**src/rtl/pipe_pkg.sv**
```systemverilog
// Shared pipeline-stage definitions: handshake state encoding, per-boundary
// payload widths and the EX/MEM field layout used by the instantiating stages.
package pipe_pkg;

   // Occupancy of a handshake stage: nothing held, main register only, main + skid
   typedef enum logic [1:0] {
      ST_EMPTY = 2'd0,
      ST_BUSY  = 2'd1,
      ST_FULL  = 2'd2
   } state_t;

   // Architectural field widths
   localparam int unsigned PC_W     = 32;
   localparam int unsigned RESULT_W = 32;
   localparam int unsigned INSTR_W  = 32;
   localparam int unsigned REG_W    = 5;
   localparam int unsigned MSG_W    = 4;
   localparam int unsigned CTL_W    = 5;

   // Payload width per pipeline boundary
   localparam int unsigned IF_ID_PAYLOAD_W  = PC_W + INSTR_W;
   localparam int unsigned ID_EX_PAYLOAD_W  = PC_W + 2 * RESULT_W + 3 * REG_W + CTL_W;
   localparam int unsigned EX_MEM_PAYLOAD_W = PC_W + RESULT_W + 3 * REG_W + MSG_W + CTL_W;
   localparam int unsigned MEM_WB_PAYLOAD_W = RESULT_W + REG_W + CTL_W;

   // EX/MEM payload field offsets (LSB position), ctl in the low bits, pc on top
   localparam int unsigned EX_MEM_CTL_OFS    = 0;
   localparam int unsigned EX_MEM_MSG_OFS    = EX_MEM_CTL_OFS + CTL_W;
   localparam int unsigned EX_MEM_RD_OFS     = EX_MEM_MSG_OFS + MSG_W;
   localparam int unsigned EX_MEM_RS2_OFS    = EX_MEM_RD_OFS + REG_W;
   localparam int unsigned EX_MEM_RS1_OFS    = EX_MEM_RS2_OFS + REG_W;
   localparam int unsigned EX_MEM_RESULT_OFS = EX_MEM_RS1_OFS + REG_W;
   localparam int unsigned EX_MEM_PC_OFS     = EX_MEM_RESULT_OFS + RESULT_W;

endpackage : pipe_pkg

```
**src/rtl/pipe_perf_cnt.sv**
```systemverilog
// Free-running event counter: increments once per enabled cycle, wraps at 2^CNT_W,
// cleared only by the asynchronous active-low reset.
module pipe_perf_cnt #(
   parameter int unsigned CNT_W = 32
) (
   input  logic             clk,
   input  logic             rst,
   input  logic             i_en,
   output logic [CNT_W-1:0] o_cnt
);

   logic [CNT_W-1:0] r_cnt;

   // Count enabled cycles, natural wrap on overflow
   always_ff @(posedge clk or negedge rst) begin
      if (!rst) begin
         r_cnt <= '0;
      end else if (i_en) begin
         r_cnt <= r_cnt + CNT_W'(1);
      end
   end

   assign o_cnt = r_cnt;

endmodule : pipe_perf_cnt

```
**src/rtl/pipe_stage_hs.sv**
```systemverilog
// Valid/ready pipeline stage with a two-entry skid buffer and synchronous flush.
// Full throughput; up_ready comes straight from a flop so no combinational
// ready path crosses stages. dn_data is driven directly by the main register.
// Optional stall/bubble performance counters: define PIPE_STAGE_PERF_EN.
module pipe_stage_hs
   import pipe_pkg::*;
#(
   parameter int unsigned          PAYLOAD_W = EX_MEM_PAYLOAD_W,
   parameter logic [PAYLOAD_W-1:0] RST_VAL   = '0
`ifdef PIPE_STAGE_PERF_EN
   ,
   parameter int unsigned          CNT_W     = 32
`endif
) (
   input  logic                 clk,
   input  logic                 rst,
   input  logic                 flush,
   input  logic                 up_valid,
   output logic                 up_ready,
   input  logic [PAYLOAD_W-1:0] up_data,
   output logic                 dn_valid,
   input  logic                 dn_ready,
   output logic [PAYLOAD_W-1:0] dn_data
`ifdef PIPE_STAGE_PERF_EN
   ,
   output logic [CNT_W-1:0]     cnt_stall,
   output logic [CNT_W-1:0]     cnt_bubble
`endif
);

   state_t                 r_state;
   state_t                 w_state_nxt;
   logic [PAYLOAD_W-1:0]   r_main;
   logic [PAYLOAD_W-1:0]   r_skid;
   logic [PAYLOAD_W-1:0]   w_main_nxt;
   logic [PAYLOAD_W-1:0]   w_skid_nxt;
   logic                   r_dn_valid;
   logic                   r_up_ready;
   logic                   w_dn_valid_nxt;
   logic                   w_up_ready_nxt;
   logic                   w_accept;
   logic                   w_deliver;

   assign w_accept  = up_valid & r_up_ready;
   assign w_deliver = r_dn_valid & dn_ready;

   // State, payload and handshake registers
   always_ff @(posedge clk or negedge rst) begin
      if (!rst) begin
         r_state    <= ST_EMPTY;
         r_main     <= RST_VAL;
         r_skid     <= '0;
         r_dn_valid <= 1'b0;
         r_up_ready <= 1'b1;
      end else begin
         r_state    <= w_state_nxt;
         r_main     <= w_main_nxt;
         r_skid     <= w_skid_nxt;
         r_dn_valid <= w_dn_valid_nxt;
         r_up_ready <= w_up_ready_nxt;
      end
   end

   // Next-state logic; flush overrides every handshake event, M keeps its value
   always_comb begin
      w_state_nxt    = r_state;
      w_main_nxt     = r_main;
      w_skid_nxt     = r_skid;
      w_dn_valid_nxt = r_dn_valid;
      w_up_ready_nxt = r_up_ready;
      if (flush) begin
         w_state_nxt    = ST_EMPTY;
         w_dn_valid_nxt = 1'b0;
         w_up_ready_nxt = 1'b1;
      end else begin
         case (r_state)
            ST_EMPTY: begin
               if (w_accept) begin
                  w_state_nxt    = ST_BUSY;
                  w_main_nxt     = up_data;
                  w_dn_valid_nxt = 1'b1;
               end
            end
            ST_BUSY: begin
               if (w_accept && w_deliver) begin
                  w_main_nxt = up_data;
               end else if (w_accept) begin
                  w_state_nxt    = ST_FULL;
                  w_skid_nxt     = up_data;
                  w_up_ready_nxt = 1'b0;
               end else if (w_deliver) begin
                  w_state_nxt    = ST_EMPTY;
                  w_dn_valid_nxt = 1'b0;
               end
            end
            ST_FULL: begin
               if (w_deliver) begin
                  w_state_nxt    = ST_BUSY;
                  w_main_nxt     = r_skid;
                  w_up_ready_nxt = 1'b1;
               end
            end
            default: begin
               w_state_nxt    = ST_EMPTY;
               w_dn_valid_nxt = 1'b0;
               w_up_ready_nxt = 1'b1;
            end
         endcase
      end
   end

   assign up_ready = r_up_ready;
   assign dn_valid = r_dn_valid;
   assign dn_data  = r_main;

`ifdef PIPE_STAGE_PERF_EN
   logic w_stall_en;
   logic w_bubble_en;

   assign w_stall_en  = r_dn_valid & ~dn_ready;
   assign w_bubble_en = ~r_dn_valid;

   // Cycles where downstream holds off a presented beat
   pipe_perf_cnt #(.CNT_W(CNT_W)) u_cnt_stall (
      .clk   (clk),
      .rst   (rst),
      .i_en  (w_stall_en),
      .o_cnt (cnt_stall)
   );

   // Cycles with nothing presented downstream
   pipe_perf_cnt #(.CNT_W(CNT_W)) u_cnt_bubble (
      .clk   (clk),
      .rst   (rst),
      .i_en  (w_bubble_en),
      .o_cnt (cnt_bubble)
   );
`endif

endmodule : pipe_stage_hs
```
**config.mk**
```make
export PLATFORM = sky130hd
export DESIGN_NAME = pipe_stage_hs
export DESIGN_NICKNAME = d
export VERILOG_FILES = /design/src/rtl/pipe_pkg.sv /design/src/rtl/pipe_perf_cnt.sv /design/src/rtl/pipe_stage_hs.sv
export SDC_FILE = /design/constraint.sdc
export NUM_CORES = 1
export LEC_CHECK = 0
export CELL_PAD_IN_SITES_DETAIL_PLACEMENT = 1
export CELL_PAD_IN_SITES_GLOBAL_PLACEMENT = 1
export CORE_MARGIN = 2
export CORE_UTILIZATION = 36
export CTS_CLUSTER_DIAMETER = 100
export DETAILED_ROUTE_END_ITERATION = 8
export GPL_TIMING_DRIVEN = 0
export HOLD_SLACK_MARGIN = 0.06
export PLACE_DENSITY = 0.85
export SLEW_MARGIN = 20
export SYNTH_ARGS = -nofsm -noshare
export SYNTH_HDL_FRONTEND = slang
export SYNTH_HIERARCHICAL = 1
export SYNTH_SLANG_ARGS = --single-unit
```
**constraint.sdc**
```tcl
create_clock -name clk -period 1.7 [get_ports clk]
set_input_delay 0.34 -clock clk [delete_from_list [all_inputs] [get_ports clk]]
set_output_delay 0.34 -clock clk [all_outputs]
set_load 0.03 [all_outputs]
```
---- Word level (Yosys, flattened, before mapping) ----
Cells that the tools add are included.
storage, ports and cells
  output and inout bits ................... 90
  register bits after elaboration ......... 180
cells by class
  bitwise gates (word level) .............. 4
  equality and inequality tests ........... 14
  reduce and logical (&&, ||, !) cells .... 8
  muxes and demuxes ....................... 22
operators by type and width
  kind                number
  $mux 88             3
  $pmux 88 s3         1
  $ne 3x3->1 const B  6
  $mux 2              6
  $reduce_and 4->1    3
  $ne 2x2->1 const B  5
  $reduce_and 5->1    2
  $mux 1              9
  $pmux 1 s3          2
  $pmux 2 s3          1
  $ne 4x4->1 const B  1
  $reduce_bool 3->1   1
  $and 1x1->1         2
  $eq 2x1->1 const B  1
  $eq 2x2->1 const B  1
  $logic_not 2->1     1
  $not 1->1           2
  $logic_and 1x1->1   1

---- Longest topological paths before layout ----
  depth after elaboration ................. 6
  gate-level depth with buffers ........... 7

---- Least setup slack after synthesis ----
OpenSTA, ideal clock, no wires.
  kind .................................... reg-to-reg
  start point ............................. register r_up_ready (netlist: up_ready)
  end point ............................... register r_skid[67]
  cell stages (with the launch flop) ...... 7
  slack ................................... -179 ps
  data arrival time ....................... 1754 ps
  buffers on the path ..................... 3
  setup time .............................. 125 ps
  clock period less this slack ............ 1879 ps
  path through ............................ dfstp_2 nand4bb_1 a211o_1 buf_2 buf_6 buf_6 mux2_4
on the way
  word-level cells in the longest chain between the ends .. 4
RTL lines
  item                          RTL line             RTL
  from (decl)                   pipe_stage_hs.sv:38  logic r_up_ready;
  from (signal assigned)        pipe_stage_hs.sv:60  r_up_ready <= w_up_ready_nxt;
  $and 1x1->1 *                 pipe_stage_hs.sv:44  assign w_accept = up_valid & r_up_ready;
  $logic_and 1x1->1             pipe_stage_hs.sv:85  if (w_accept && w_deliver) begin
  $not 1->1 (no line)           -
  $reduce_and 4->1 (no line) *  -
  to (signal assigned)          pipe_stage_hs.sv:58  r_skid <= w_skid_nxt;
  to (decl)                     pipe_stage_hs.sv:34  logic [PAYLOAD_W-1:0] r_skid;
Mark *: on every way between the ends. The rest lies on a longest branch, timed or not.
A chain may end at the register's enable or synchronous reset.

---- Worst setup path after layout ----
  start point ............................. register r_up_ready (netlist: up_ready)
  end point ............................... register r_skid[75]
The elaborated chain is that of the path after synthesis.

==> impl_metrics.xml <==
<?xml version="1.0" encoding="UTF-8"?>
<metrics>
  <group name="status">
    <metric name="outcome" unit="">complete, but fails checks</metric>
    <metric name="violations" unit="">setup timing</metric>
  </group>
  <group name="timing">
    <metric name="slew_limit_headroom" unit="%">69.26</metric>
    <metric name="final_min_period_over_clock_period" unit="%">106.9</metric>
    <metric name="grt_setup_unrepaired" unit="">yes</metric>
    <metric name="setup_slack" unit="ns">-0.1173</metric>
    <metric name="fin_worst_skew" unit="ns">0.01071</metric>
    <metric name="timing.final.hold_violations" unit="">0</metric>
    <metric name="finalWorstPathRequiredPeriod" unit="ns">1.817</metric>
    <metric name="max_freq" unit="MHz">550.3</metric>
    <metric name="number_of_endpoints_failing_setup_at_the_final_stage" unit="">163</metric>
    <metric name="worst_slew_pin_slew" unit="ns">0.4610</metric>
    <metric name="slew_violations" unit="">0</metric>
  </group>
  <group name="logic_synthesis">
    <metric name="netlist_instances" unit="">596</metric>
    <metric name="synth.net_count" unit="">689</metric>
    <metric name="yosys_register_bits" unit="">180</metric>
    <metric name="syn-cell-area" unit="sq um">7591</metric>
    <metric name="synth.distinct_cells" unit="">27</metric>
    <metric name="ys_warn_count" unit="">6</metric>
    <metric name="synthArstFlopShare" unit="%">100.0</metric>
    <metric name="number_of_enable_flip_flop_cells_after_synthesis" unit="">0</metric>
    <metric name="yosys.area_share.simple" unit="%">5.143</metric>
    <metric name="yosys.area_share.xor_xnor" unit="%">0.1154</metric>
    <metric name="synth_top_flop_cell" unit="">sky130_fd_sc_hd__dfrtp_1</metric>
    <metric name="synth_compound_gate_area_share" unit="%">6.758</metric>
    <metric name="syn_area_per_cell" unit="sq um">12.74</metric>
    <metric name="mux_share_of_post_synthesis_cell_area" unit="%">25.65</metric>
    <metric name="synth_top_family_by_area" unit="">multiplexers</metric>
    <metric name="yosysSeqAreaShare" unit="%">59.35</metric>
    <metric name="synth-adder-area-share" unit="%">0</metric>
  </group>
  <group name="finish">
    <metric name="final.fill_count" unit="">2141</metric>
    <metric name="syn_to_final_growth" unit="%">45.72</metric>
    <metric name="drive_above_1_share" unit="%">23.72</metric>
    <metric name="most-common-layout-cells" unit="">sky130_fd_sc_hd__dfrtp_1 (178), sky130_fd_sc_hd__nor2_1 (91), sky130_fd_sc_hd__clkdlybuf4s50_1 (90), sky130_fd_sc_hd__dlygate4sd2_1 (89), sky130_fd_sc_hd__mux2i_1 (88)</metric>
    <metric name="postLayoutCoreUtil" unit="%">52.96</metric>
    <metric name="nets" unit="">919</metric>
    <metric name="layout.cells.most_common" unit="">sky130_fd_sc_hd__dfrtp_1</metric>
  </group>
  <group name="global_routing">
    <metric name="largest_net_degree_at_the_start_of_global_routing" unit="">85</metric>
    <metric name="grt_util_met1" unit="%">22.96</metric>
    <metric name="grt.total_usage" unit="%">18.73</metric>
    <metric name="overflow" unit="">0</metric>
    <metric name="first_global_vias" unit="">6143</metric>
    <metric name="global_route_met3_utilization" unit="%">5.291</metric>
    <metric name="globalRouteMet2Util" unit="%">32.74</metric>
    <metric name="grt_first_pass_wirelength" unit="um">32620</metric>
    <metric name="top_usage_layer" unit="">met2</metric>
    <metric name="antenna_found_initial" unit="">1</metric>
  </group>
  <group name="pwr">
    <metric name="design_power_total" unit="mW">18.99</metric>
    <metric name="cellPowerDensity" unit="nW/um^2">1717</metric>
    <metric name="switching_portion_of_total_power" unit="%">38.43</metric>
    <metric name="ir_drop" unit="mV">0.7231</metric>
    <metric name="sequential_fraction_of_design_power" unit="%">39.7</metric>
    <metric name="leakage" unit="nW">4.645</metric>
    <metric name="power_share_of_the_combinational_group" unit="%">40.2</metric>
    <metric name="power.share.clock" unit="%">20.1</metric>
    <metric name="switching_power" unit="mW">7.299</metric>
    <metric name="intPower" unit="mW">11.69</metric>
  </group>
  <group name="run">
    <metric name="maxCapViolations" unit="">0</metric>
  </group>
  <group name="setup_path">
    <metric name="wp_data_required" unit="ns">2.00</metric>
    <metric name="crit_arrival" unit="ns">2.12</metric>
    <metric name="cpMaxStageDelayCell" unit="">sky130_fd_sc_hd__dfstp_2</metric>
    <metric name="worstPathCellList" unit="">nand4bb_4 -&gt; a211o_1 -&gt; buf_6 -&gt; buf_12 -&gt; buf_12 -&gt; mux2_4</metric>
    <metric name="timing.rr.start" unit="">up_ready</metric>
    <metric name="setup.worst_path.end_class" unit="">flip-flop</metric>
    <metric name="cp_slowest_stage_delay" unit="ns">0.59</metric>
    <metric name="crit_path_max_fanout" unit="">10</metric>
    <metric name="cpMostUsedCell" unit="">sky130_fd_sc_hd__buf_12</metric>
    <metric name="crit_path_start" unit="">up_ready</metric>
    <metric name="cp-start-kind" unit="">flip-flop</metric>
    <metric name="timing.setup.critical_path_class" unit="">reg -&gt; reg</metric>
  </group>
  <group name="placed_design">
    <metric name="detailedPlacementHpwl" unit="um">13810</metric>
    <metric name="placement.io_buffers" unit="">182</metric>
    <metric name="place_congestion" unit="">0.7280</metric>
  </group>
  <group name="floorplan">
    <metric name="die_boundary_height" unit="um">149.2</metric>
    <metric name="dieArea" unit="sq um">22260</metric>
    <metric name="initial_utilization" unit="%">36.34</metric>
    <metric name="fp-row-count" unit="">53</metric>
    <metric name="io_pins" unit="">183</metric>
    <metric name="dieWidth" unit="um">149.2</metric>
    <metric name="fp.coreArea" unit="sq um">20890</metric>
  </group>
  <group name="drt">
    <metric name="via_per_inst" unit="">4.962</metric>
    <metric name="drt-pass1-iter-count" unit="">4</metric>
    <metric name="detail_route.wirelength" unit="um">21290</metric>
    <metric name="via_count" unit="">5533</metric>
    <metric name="post_drt_wl_per_cell" unit="um">19.09</metric>
    <metric name="drt-initial-drc-count" unit="">174</metric>
    <metric name="drc" unit="">0</metric>
    <metric name="postRouteAntennaNets" unit="">0</metric>
  </group>
  <group name="hold_path">
    <metric name="hold_path_class" unit="">in -&gt; async</metric>
  </group>
  <group name="clocking">
    <metric name="clock_latency" unit="ns">0.43</metric>
    <metric name="clkTransAtPathRegs" unit="ns">0.07</metric>
    <metric name="cts_num_sinks" unit="">180</metric>
    <metric name="cts_tree" unit="">done</metric>
    <metric name="cts_max_path_buffers" unit="">2</metric>
    <metric name="h-tree-depth" unit="">4</metric>
    <metric name="cts-buffers-inserted" unit="">17</metric>
    <metric name="cts-root-buf" unit="">sky130_fd_sc_hd__clkbuf_16</metric>
  </group>
</metrics>
-- power groups by stage --
stage          Combinational (mW)  Clock, mW  Sequential, mW
3_5_place_dp                 7.82          0            7.63
6_report                     7.64       3.81            7.54
3_3_place_gp                 7.56          0            7.50
2_1_floorplan                2.60          0            9.41
4_1_cts                      7.37       3.89            7.54
5_1_grt                      8.20       4.06            7.80
-- metrics by stage --
step	worst slack (ns)	TNS, ns	std cells	hold slack (ns)	area (sq um)
floorplan	-0.1318	-3.240	596	0.04441	7609
global placement	-7.473	-1446.60	1053	0.4861	9774
detailed placement	-0.8491	-114.82	1055	0.1776	9834
CTS	-0.1582	-10.02	1101	0.3049	10630
global route	-0.1993	-17.55	1115	0.3066	11060
finish	-0.1173	-6.819	1115	0.3137	11060
-- routing by layer --
metal  routed length (um)  share of wire (%)
met1                 9025                 42
met2                10980                 52
met3                 1082                5.1
met4                  198               0.93
met5                    0                  0
-- final cells by class --
class                   count  area [sq um]  area share (%)
flip-flops and latches    180          4507           40.74
plain buffers              34         426.7           3.857
well taps                 275         344.1           3.110
diodes                      1         2.502         0.02262
clock inverters            13         117.6           1.063
clock buffers              19         442.9           4.004
repair buffers            216          2293           20.73
inverters                   3         11.26          0.1018
multi-input cells         374          2917           26.37
-- worst max-delay path: cells and delay by family (launching register included) --
kind	cells	cell delay, ns
flops	1	0.59
buf+inv	3	0.43
compound gates	1	0.25
simple gates	1	0.12
mux	1	0.30
-- registers in the layout (all words and copies together), names as in the netlist --
| register | count |
|---|---|
| dn_valid | 1 |
| dn_data | 88 |
| up_ready | 1 |
| r_state | 2 |
| r_skid | 88 |
-- cell usage after synthesis (2+ instances only) --
cell	number	area share, %
sky130_fd_sc_hd__a21oi_1	90	5.9
sky130_fd_sc_hd__buf_2	31	2.0
sky130_fd_sc_hd__buf_4	2	0.20
sky130_fd_sc_hd__buf_6	3	0.44
sky130_fd_sc_hd__clkbuf_1	3	0.15
sky130_fd_sc_hd__dfrtp_1	179	59
sky130_fd_sc_hd__inv_1	3	0.15
sky130_fd_sc_hd__mux2_2	68	10
sky130_fd_sc_hd__mux2_4	20	4.0
sky130_fd_sc_hd__mux2i_1	88	12
sky130_fd_sc_hd__nor2_1	91	4.5
sky130_fd_sc_hd__nor2b_1	2	0.16
sky130_fd_sc_hd__o22ai_1	2	0.16
-- logic make-up (layout without fill, tap and decap cells) --
group                  count (synthesis)  after routing
flip-flops                           180            180
multiplexers                         176            176
buffers and inverters                 42            285
AND/OR/NAND/NOR                       98             98
AO/OA/AOI/OAI                         99             99
XOR/XNOR                               1              1
other                                  0              1
-- final timing paths --
| check | slack (ns) | endpoint | cells after the start |
|---|---|---|---|
| max | -0.12 | r_skid[75] | 6 |
| min | 0.31 | r_skid[12] | 2 |
| max reg2reg | -0.12 | r_skid[75] | 6 |
| min reg2reg | 0.51 | r_skid[62] | 1 |
| max in group asynchronous | 0.70 | r_skid[56] | 3 |
| min in group clk | 0.46 | dn_valid | 2 |
-- what timing repair did --
item | CTS | global route
gates cloned | 1 | 13
hold endpoints to repair | 32 | 0
hold buffers | 1 | 0
setup buffers | 12 | 6
setup endpoints to repair | 259 | 178
pin swaps | 2 | 2
gates resized for setup | 155 | 38
(Power assumes the default switching activity.)
